==> config.mk <==
export PLATFORM = sky130hd
export DESIGN_NAME = mips_cpu_ifetch_flat
export DESIGN_NICKNAME = d
export VERILOG_FILES = /design/src/rtl/mips_cpu_ifetch_if.sv /design/src/rtl/mips_cpu_ifetch.sv /design/src/flat_wrapper.sv
export SDC_FILE = /design/constraint.sdc
export NUM_CORES = 1
export LEC_CHECK = 0
export ABC_AREA = 1
export BUFFER_PORTS_ARGS = -buffer_cell sky130_fd_sc_hd__buf_2
export CAP_MARGIN = 20
export CORE_MARGIN = 8
export CORE_UTILIZATION = 40
export DETAILED_ROUTE_END_ITERATION = 16
export PLACE_DENSITY = 0.69
export SLEW_MARGIN = 20
export SYNTH_ARGS = -nofsm -noshare
export SYNTH_HDL_FRONTEND = slang
export SYNTH_SLANG_ARGS = --single-unit
==> constraint.sdc <==
create_clock -name clk -period 1.3 [get_ports clk]
set_input_delay 0 -clock clk [delete_from_list [all_inputs] [get_ports clk]]
set_output_delay 0 -clock clk [all_outputs]
set_load 0.02 [all_outputs]
==> src/rtl/mips_cpu_ifetch_if.sv <==
// mips_cpu_ifetch_if
//   Bundles the instruction-bus and decode-handshake signals of the fetch stage.
//   The master side is the fetch stage. The slave side is the memory and decode
//   pair, or a testbench standing in for them.
//
//   Instruction bus (Avalon-style, single-word reads):
//     mem_address     byte address, word aligned
//     mem_read        read request
//     mem_waitrequest stall. A transfer completes on a cycle with
//                     mem_read=1 and mem_waitrequest=0.
//     mem_readdata    read data, valid in the completing cycle
//
//   Decode handshake:
//     instr           fetched instruction
//     instr_pc        address instr was fetched from
//     instr_valid     instr and instr_pc are valid
//     instr_ready     decode accepts
//
//   Handshake rule: a word transfers on every cycle where instr_valid and
//   instr_ready are both high. Once instr_valid rises, instr and instr_pc hold
//   until that cycle. The one exception is a flush, which may withdraw
//   instr_valid. instr_valid never depends on instr_ready.
interface mips_cpu_ifetch_if;
  logic [31:0] mem_address;
  logic        mem_read;
  logic        mem_waitrequest;
  logic [31:0] mem_readdata;
  logic [31:0] instr;
  logic [31:0] instr_pc;
  logic        instr_valid;
  logic        instr_ready;

  modport master (
    output mem_address, mem_read, instr, instr_pc, instr_valid,
    input  mem_waitrequest, mem_readdata, instr_ready
  );

  modport slave (
    input  mem_address, mem_read, instr, instr_pc, instr_valid,
    output mem_waitrequest, mem_readdata, instr_ready
  );
endinterface

==> src/rtl/mips_cpu_ifetch.sv <==
// mips_cpu_ifetch
//   Instruction fetch stage between mips_cpu_pc and decode. It runs one fetch at
//   a time through the cycle IDLE -> FETCH -> HOLD. The stage stops in HALT when
//   the PC stage goes inactive or the PC is misaligned.
//
//   Parameters
//     RESET_VECTOR  value driven on mem_address while the stage is not fetching
//     CNT_W         width of fetch_count
//
//   Build option
//     MIPS_IFETCH_BYTESWAP_EN  when defined, each fetched word is byte-reversed
//                              (big-endian image on a little-endian bus)
//
//   Ports
//     clk, rst     clock; synchronous active-high reset
//     pc           current PC from the PC stage
//     active       PC stage running flag; 0 means halt
//     flush        discard the held or in-flight instruction (redirect)
//     bus          instruction bus and decode handshake (master modport)
//     pc_advance   one-cycle strobe on a kept fetch completion
//     fetch_err    sticky flag for a misaligned PC
//     fetch_count  instructions accepted by decode, modulo 2^CNT_W
//     state_dbg    current FSM state (IDLE=0, FETCH=1, HOLD=2, HALT=3)
module mips_cpu_ifetch #(
  parameter logic [31:0] RESET_VECTOR = 32'hBFC00000,
  parameter int          CNT_W        = 16
) (
  input  logic              clk,
  input  logic              rst,
  input  logic [31:0]       pc,
  input  logic              active,
  input  logic              flush,
  mips_cpu_ifetch_if.master bus,
  output logic              pc_advance,
  output logic              fetch_err,
  output logic [CNT_W-1:0]  fetch_count,
  output logic [1:0]        state_dbg
);

  typedef enum logic [1:0] {
    S_IDLE  = 2'd0,
    S_FETCH = 2'd1,
    S_HOLD  = 2'd2,
    S_HALT  = 2'd3
  } state_t;

  state_t           state_q, state_d;
  logic [31:0]      pc_q;
  logic [31:0]      mem_address_q;
  logic [31:0]      instr_q;
  logic [31:0]      instr_pc_q;
  logic             instr_valid_q;
  logic             drop_q;
  logic             fetch_err_q;
  logic [CNT_W-1:0] fetch_count_q;

  logic             done;     // bus transfer completes this cycle
  logic             accept;   // decode takes the held word this cycle
  logic             bad_pc;   // misaligned PC seen while in IDLE
  logic             discard;  // completing data belongs to a flushed fetch
  logic [31:0]      fetch_word;

`ifdef MIPS_IFETCH_BYTESWAP_EN
  assign fetch_word = {bus.mem_readdata[7:0],   bus.mem_readdata[15:8],
                       bus.mem_readdata[23:16], bus.mem_readdata[31:24]};
`else
  assign fetch_word = bus.mem_readdata;
`endif

  // A flush that lands on the completion cycle itself also discards the data.
  assign discard = drop_q | flush;

  always_comb begin
    state_d = state_q;
    done    = 1'b0;
    accept  = 1'b0;
    bad_pc  = 1'b0;
    case (state_q)
      S_IDLE: begin
        if (!active) begin
          state_d = S_HALT;
        end else if (pc[1:0] != 2'b00) begin
          state_d = S_HALT;
          bad_pc  = 1'b1;
        end else begin
          state_d = S_FETCH;
        end
      end
      S_FETCH: begin
        // The request cannot be withdrawn mid-wait, so a flush only marks the
        // fetch for discard. The transfer still completes.
        if (!bus.mem_waitrequest) begin
          done    = 1'b1;
          state_d = discard ? S_IDLE : S_HOLD;
        end
      end
      S_HOLD: begin
        // Flush takes priority over a simultaneous accept.
        if (flush) begin
          state_d = S_IDLE;
        end else if (bus.instr_ready) begin
          accept  = 1'b1;
          state_d = S_IDLE;
        end
      end
      default: state_d = S_HALT;
    endcase
  end

  assign bus.mem_read = (state_q == S_FETCH);
  assign pc_advance   = done & ~discard;

  always_ff @(posedge clk) begin
    if (rst) begin
      state_q       <= S_IDLE;
      pc_q          <= 32'd0;
      mem_address_q <= RESET_VECTOR;
      instr_q       <= 32'd0;
      instr_pc_q    <= 32'd0;
      instr_valid_q <= 1'b0;
      drop_q        <= 1'b0;
      fetch_err_q   <= 1'b0;
      fetch_count_q <= '0;
    end else begin
      state_q <= state_d;
      if (state_q == S_IDLE && state_d == S_FETCH) begin
        pc_q          <= pc;
        mem_address_q <= pc;
      end else if (done) begin
        mem_address_q <= RESET_VECTOR;
      end
      drop_q <= (state_q == S_FETCH) & bus.mem_waitrequest & discard;
      if (pc_advance) begin
        instr_q    <= fetch_word;
        instr_pc_q <= pc_q;
      end
      instr_valid_q <= (state_d == S_HOLD);
      if (bad_pc) begin
        fetch_err_q <= 1'b1;
      end
      if (accept) begin
        fetch_count_q <= fetch_count_q + {{(CNT_W-1){1'b0}}, 1'b1};
      end
    end
  end

  assign bus.mem_address = mem_address_q;
  assign bus.instr       = instr_q;
  assign bus.instr_pc    = instr_pc_q;
  assign bus.instr_valid = instr_valid_q;
  assign fetch_err       = fetch_err_q;
  assign fetch_count     = fetch_count_q;
  assign state_dbg       = state_q;

endmodule

==> src/flat_wrapper.sv <==
// flat-port wrapper written by rule: the top's interface ports become plain ports
module mips_cpu_ifetch_flat 
#(
  parameter logic [31:0] RESET_VECTOR = 32'hBFC00000,
  parameter int          CNT_W        = 16
)
  (clk, rst, pc, active, flush, pc_advance, fetch_err, fetch_count, state_dbg, bus_mem_address, bus_mem_read, bus_instr, bus_instr_pc, bus_instr_valid, bus_mem_waitrequest, bus_mem_readdata, bus_instr_ready);
  mips_cpu_ifetch_if bus_i ();
  input  logic clk;
  input  logic rst;
  input  logic [31:0] pc;
  input  logic active;
  input  logic flush;
  output logic pc_advance;
  output logic fetch_err;
  output logic [CNT_W-1:0] fetch_count;
  output logic [1:0] state_dbg;
  output wire logic [$bits(bus_i.mem_address)-1:0] bus_mem_address;
  output wire logic [$bits(bus_i.mem_read)-1:0] bus_mem_read;
  output wire logic [$bits(bus_i.instr)-1:0] bus_instr;
  output wire logic [$bits(bus_i.instr_pc)-1:0] bus_instr_pc;
  output wire logic [$bits(bus_i.instr_valid)-1:0] bus_instr_valid;
  input wire logic [$bits(bus_i.mem_waitrequest)-1:0] bus_mem_waitrequest;
  input wire logic [$bits(bus_i.mem_readdata)-1:0] bus_mem_readdata;
  input wire logic [$bits(bus_i.instr_ready)-1:0] bus_instr_ready;
  assign bus_mem_address = bus_i.mem_address;
  assign bus_mem_read = bus_i.mem_read;
  assign bus_instr = bus_i.instr;
  assign bus_instr_pc = bus_i.instr_pc;
  assign bus_instr_valid = bus_i.instr_valid;
  assign bus_i.mem_waitrequest = bus_mem_waitrequest;
  assign bus_i.mem_readdata = bus_mem_readdata;
  assign bus_i.instr_ready = bus_instr_ready;
  mips_cpu_ifetch #(.RESET_VECTOR(RESET_VECTOR), .CNT_W(CNT_W)) u_core (.clk(clk), .rst(rst), .pc(pc), .active(active), .flush(flush), .bus(bus_i), .pc_advance(pc_advance), .fetch_err(fetch_err), .fetch_count(fetch_count), .state_dbg(state_dbg));
endmodule
After elaboration in Yosys (flattened, before gate mapping)
Cells that the tools add are included.
- bits in read-only memories: 0
- output and inout port bits: 118
- RAM bits: 0
- bits in latches: 0
- register bits after elaboration: 149
- memories kept: 0
- word-level logic and storage cells: 40
- shift operators: 0
- add/subtract/negate cells: 1
- reduce and logical (&&, ||, !) cells: 4
- equality and inequality tests: 4
- magnitude comparators: 0
- bitwise gates (word level): 5
- mux-type cells: 17
- div/mod/pow operators: 0
- multipliers: 0
- operators with widths (operator ; count):
    $mux W32 ; 2
    $add A16 B1 Y16 const B ; 1
    $mux W2 ; 6
    $mux W1 ; 8
    $pmux W2 S3 ; 1
    $eq A2 B1 Y1 const B ; 2
    $eq A2 B2 Y1 const B ; 2
    $reduce_bool A2 Y1 ; 2
    $and A1 B1 Y1 ; 3
    $logic_not A2 Y1 ; 1
    $logic_and A1 B1 Y1 ; 1
    $not A1 Y1 ; 1
    $or A1 B1 Y1 ; 1

Logic depth before layout (Yosys ltp)
- depth in word-level cells: 7
- mapped depth: 10
- depth with buffers taken out: 9

Least setup slack after synthesis
No wires, ideal clock.
- kind: reg-to-reg
- from: register u_core.state_q[0] (netlist: u_core.state_dbg[0])
- to: register u_core.instr_q[0] (netlist: u_core.bus.instr[0])
- arrival: 1.422 ns
- slack: -0.238 ns
- cell stages (with the launch flop): 8
- cell sequence: dfxtp_1 -> inv_2 -> nor2_4 -> nand3_4 -> buf_4 -> clkbuf_1 -> o21ai_0 -> nor2_1
- longest elaborated chain between the ends: 3
- RTL lines (what ; line ; source):
    start, declared ; mips_cpu_ifetch.sv:47 ; state_t state_q, state_d;
    start signal, assigned ; mips_cpu_ifetch.sv:125 ; state_q <= state_d;
    $eq A2 B1 Y1 ; n/a ;
    net bus_mem_read ; flat_wrapper.sv:19 ; output wire logic [$bits(bus_i.mem_read)-1:0] bus_mem_read;
    $mux W1 ; mips_cpu_ifetch.sv:78 ; case (state_q)
    $and A1 B1 Y1 ; mips_cpu_ifetch.sv:111 ; assign pc_advance = done & ~discard;
    end signal, assigned ; mips_cpu_ifetch.sv:134 ; instr_q <= fetch_word;
    end, declared ; mips_cpu_ifetch.sv:50 ; logic [31:0] instr_q;
The timed path passes the listed nets, and every way through them passes these cells.
A chain may end at the register's enable or synchronous reset.

Final worst setup path
- from: register u_core.state_q[0] (netlist: u_core.state_dbg[0])
- to: register u_core.mem_address_q[21] (netlist: u_core.bus.mem_address[21])
- longest elaborated chain between the ends: 6
- elaborated cells on any way between the ends: 12
- those cells by class: 3 x eq/ne; 6 x mux; 3 x reduce/logical
- RTL lines (what ; line ; source):
    $mux W2 ; mips_cpu_ifetch.sv:101 ; end else if (bus.instr_ready) begin
    $mux W2 ; mips_cpu_ifetch.sv:99 ; if (flush) begin
    $pmux W2 S3 ; mips_cpu_ifetch.sv:78 ;
    $eq A2 B1 Y1 ; mips_cpu_ifetch.sv:126 ; if (state_q == S_IDLE && state_d == S_FETCH) begin
    $logic_and A1 B1 Y1 ; mips_cpu_ifetch.sv:126 ;
    $mux W32 or $reduce_bool A2 Y1 (tied branches) ; n/a ;
    end signal, assigned ; mips_cpu_ifetch.sv:128 ; mem_address_q <= pc;
    end, declared ; mips_cpu_ifetch.sv:49 ; logic [31:0] mem_address_q;
Several ways; a longest one is shown, not always the timed one.

==> run_results.csv <==
group,metric,value,unit
critical_path,path_cells,"clkinv_4, buf_4, nand2_4, nor2_2, nor2_4, clkbuf_16, nand3_2, a21oi_1",
global_route,grt_antenna_before_repair,0,
synth,synth_warnings,0,
cells_and_area,antenna_cells,0,
sta,worst_slew_pin_slew,537,ps
floorplan,die_area,17600,um2
sta,finalSetupViolCount,72,
pwr,power.density,1440,nW/um2
synth,yosys_register_bits,149,
floorplan,num_rows,42,
placed_design,place.gp.congestion,0.830,
cells_and_area,fin_area,8930,um2
routing,drt_wl_total,18.3,mm
cells_and_area,multi_input_area,2610,um2
synth,ys_seq_area_share,54.7,%
routing,drt_iter0_markers,382,
critical_path,critPathCaptureType,"register",
floorplan,start_util,41.0,%
critical_path,cp_top_family,"buffers and inverters",
synth,synth_nets,749,
global_route,grt_overflow,0,
critical_path,required,1650,ps
clock_tree,cts-buffers-inserted,17,
critical_path,r2r_cells,8,
job,max-cap-violations,0,
synth,synth_cell_types,30,
routing,postRouteAntennaNets,0,
cells_and_area,areaGrowthSynthToFinish,63.9,%
routing,drt-pass1-iter-count,5,
sta,period_minus_slack,1450,ps
routing,detail_route.wl_per_cell,15.9,um
cells_and_area,final_cell_mix,"buf_2 (186), dfxtp_1 (139), nor2_1 (132), dlygate4sd3_1 (64), nand2_1 (59)",
sta,max_freq,0.689,GHz
floorplan,io_pins,188,
pwr,irDropWorstVdd,996,uV
critical_path,crit_cells,8,
status,violations,"setup timing",
synth,netlist_instances,678,
critical_path,start_kind,"register",
clock_tree,cts_tree,"built",
critical_path,crit_arrival,1800,ps
hold_path,hold_class,"input pin to register",
critical_path,crit_slowest_cell,"dfxtp_4",
pwr,p_leak,3.89,nW
cells_and_area,fin_util,67.2,%
critical_path,critPathLaunch,"u_core.state_dbg[0]",
clock_tree,clockRootBuffer,"clkbuf_16",
sta,rsz0062_at_grt,"yes",
sta,finalCritPeriodShare,112,%
global_route,grt_max_degree,55,
critical_path,setup.worst_path.end,"u_core.bus.mem_address[21]",
critical_path,slowest_delay,360,ps
routing,vias,5600,
sta,final_hold_viol_count,0,
clock_tree,cts.clk_slew.worst_paths,60,ps
clock_tree,insertion_delay,420,ps
cells_and_area,seqCellArea,3010,um2
clock_tree,htreeDepth,4,
critical_path,worst-path-max-fanout,11,
cells_and_area,num-nets-final,1034,
critical_path,rr_startpoint,"u_core.state_dbg[0]",
floorplan,die_w,133,um
floorplan,die_h,133,um
routing,drc_errors,0,
routing,vias_per_cell,4.86,
cells_and_area,final_common_cell,"buf_2",
critical_path,ff2ff_setup_slack,-150,ps
sta,final_max_slew_viol_count,0,
clock_tree,cts.sinks,149,
synth,avgSynthCellArea,8.04,um2
placed_design,io_buffers,187,
critical_path,crit_buf_inv,3,
global_route,grt_pass1_vias,5480,
global_route,grtUsageTotal,19.4,%
critical_path,path_class,"register to register",
sta,max_slew_margin,64.1,%
placed_design,hpwl,11.3,mm
status,status,"complete, but fails checks",
cells_and_area,n_fill_cell,1081,
synth,netlist_area,5450,um2
clock_tree,cts_buffer_depth,2,
cells_and_area,drive_gt1_share,41.6,%
sta,fin_ws,-151,ps
global_route,grt_pass1_wl,28.0,mm
critical_path,reg2reg_to,"u_core.bus.mem_address[21]",
sta,skew,8.54,ps
placed_design,dpl-instance-area,6900,um2
floorplan,core-area,13300,um2
state kept, by name, indices dropped and copies added (netlist names):
register                cells
u_core.bus.instr           32
u_core.bus.instr_pc        32
u_core.bus.instr_valid      1
u_core.bus.mem_address     32
u_core.drop_q               1
u_core.fetch_count         16
u_core.fetch_err            1
u_core.pc_q                32
u_core.state_dbg            2
area by class of cell:
type / count / share of cell area [%]
flip-flops and latches: 149 / 33.7
multi-input cells: 458 / 29.2
repair buffers: 307 / 26.1
clock buffers: 23 / 5.70
well taps: 176 / 2.47
inverters: 29 / 1.50
clock inverters: 9 / 1.29
repair inverters: 1 / 0.0560
metrics by stage:
| step | setup slack [ps] | setup TNS, ps | std cells | hold WS (ps) | total power [W] |
|---|---|---|---|---|---|
| floorplan | -46.8 | -3960 | 678 | 132 | 0.00650 |
| global placement | -56.8 | -1610 | 1039 | 230 | 0.00724 |
| detailed placement | -133 | -4780 | 1039 | 238 | 0.00727 |
| CTS | -132 | -5790 | 1139 | 31.7 | 0.0125 |
| global route | -222 | -12630 | 1152 | 68.3 | 0.0134 |
| finish | -151 | -5220 | 1152 | 62.3 | 0.0129 |
how the worst min path moves through the flow:
| stage | start | endpoint | slack (ps) | cells past startpoint |
|---|---|---|---|---|
| 2_1_floorplan | pc[22] | u_core.bus.mem_address[22] | 130 | 2 |
| 3_3_place_gp | pc[31] | u_core.bus.mem_address[31] | 230 | 3 |
| 3_5_place_dp | pc[26] | u_core.bus.mem_address[26] | 240 | 3 |
| 4_1_cts | bus_mem_waitrequest | u_core.drop_q | 30 | 5 |
| 5_1_grt | bus_instr_ready | u_core.fetch_count[7] | 70 | 5 |
| 6_report | bus_instr_ready | u_core.fetch_count[7] | 60 | 5 |
Yosys cell counts (all sizes together):
cell type	instances	share of area, %
ha	1	0.23
nor3	6	0.55
o21ai	79	7.3
inv	28	1.9
nor3b	2	0.28
and3	1	0.11
nand4	5	0.85
a31oi	1	0.11
nand2	76	5.4
nand3	61	6.6
buf	22	2.8
nor2	160	12
clkinv	1	0.069
dfxtp	149	55
xor2	2	0.32
clkbuf	21	1.5
a21oi	63	5.8
logic make-up (layout without fill, tap and decap cells):
kind of cell / Yosys count / count (layout) / share of synthesized area, %
flip-flops: 149 / 149 / 54.7
AO/OA/AOI/OAI: 143 / 143 / 13.2
adder cells (fa/ha/maj): 1 / 1 / 0.229
buffers and inverters: 72 / 369 / 6.24
XOR/XNOR: 2 / 2 / 0.321
AND/OR/NAND/NOR: 311 / 312 / 25.3
power breakdown:
part | switching, W | total (W) | internal, W
combinational | 0.00154 | 0.00271 | 0.00116
clock | 0.00189 | 0.00505 | 0.00315
sequential | 0.000217 | 0.00514 | 0.00492
timing repair:
item / 4_1_cts / 5_1_grt
resized for setup: 17 / 148
endpoints found under the setup margin: 126 / 138
setup buffers: 4 / 7
endpoints found under the hold margin: 96 / 0
pin swaps: 1 / 34
hold buffers: 64 / 0
gates cloned: 1 / 9
tightest hold or removal path: stages:
cell and delay (ps):
buf_2 110, nand2_1 100, nor2_4 60, nand3_2 90, a21oi_1 70
layer usage:
metal	up-vias	global-route usage [%]	share of wire, %
li1	2820	-	-
met1	2585	22.8	43
met2	176	32.8	50
met3	19	6.09	5.8
met4	0	6.31	1.2
met5	-	0	0
No activity file was read; power rests on OpenSTA's default activity.
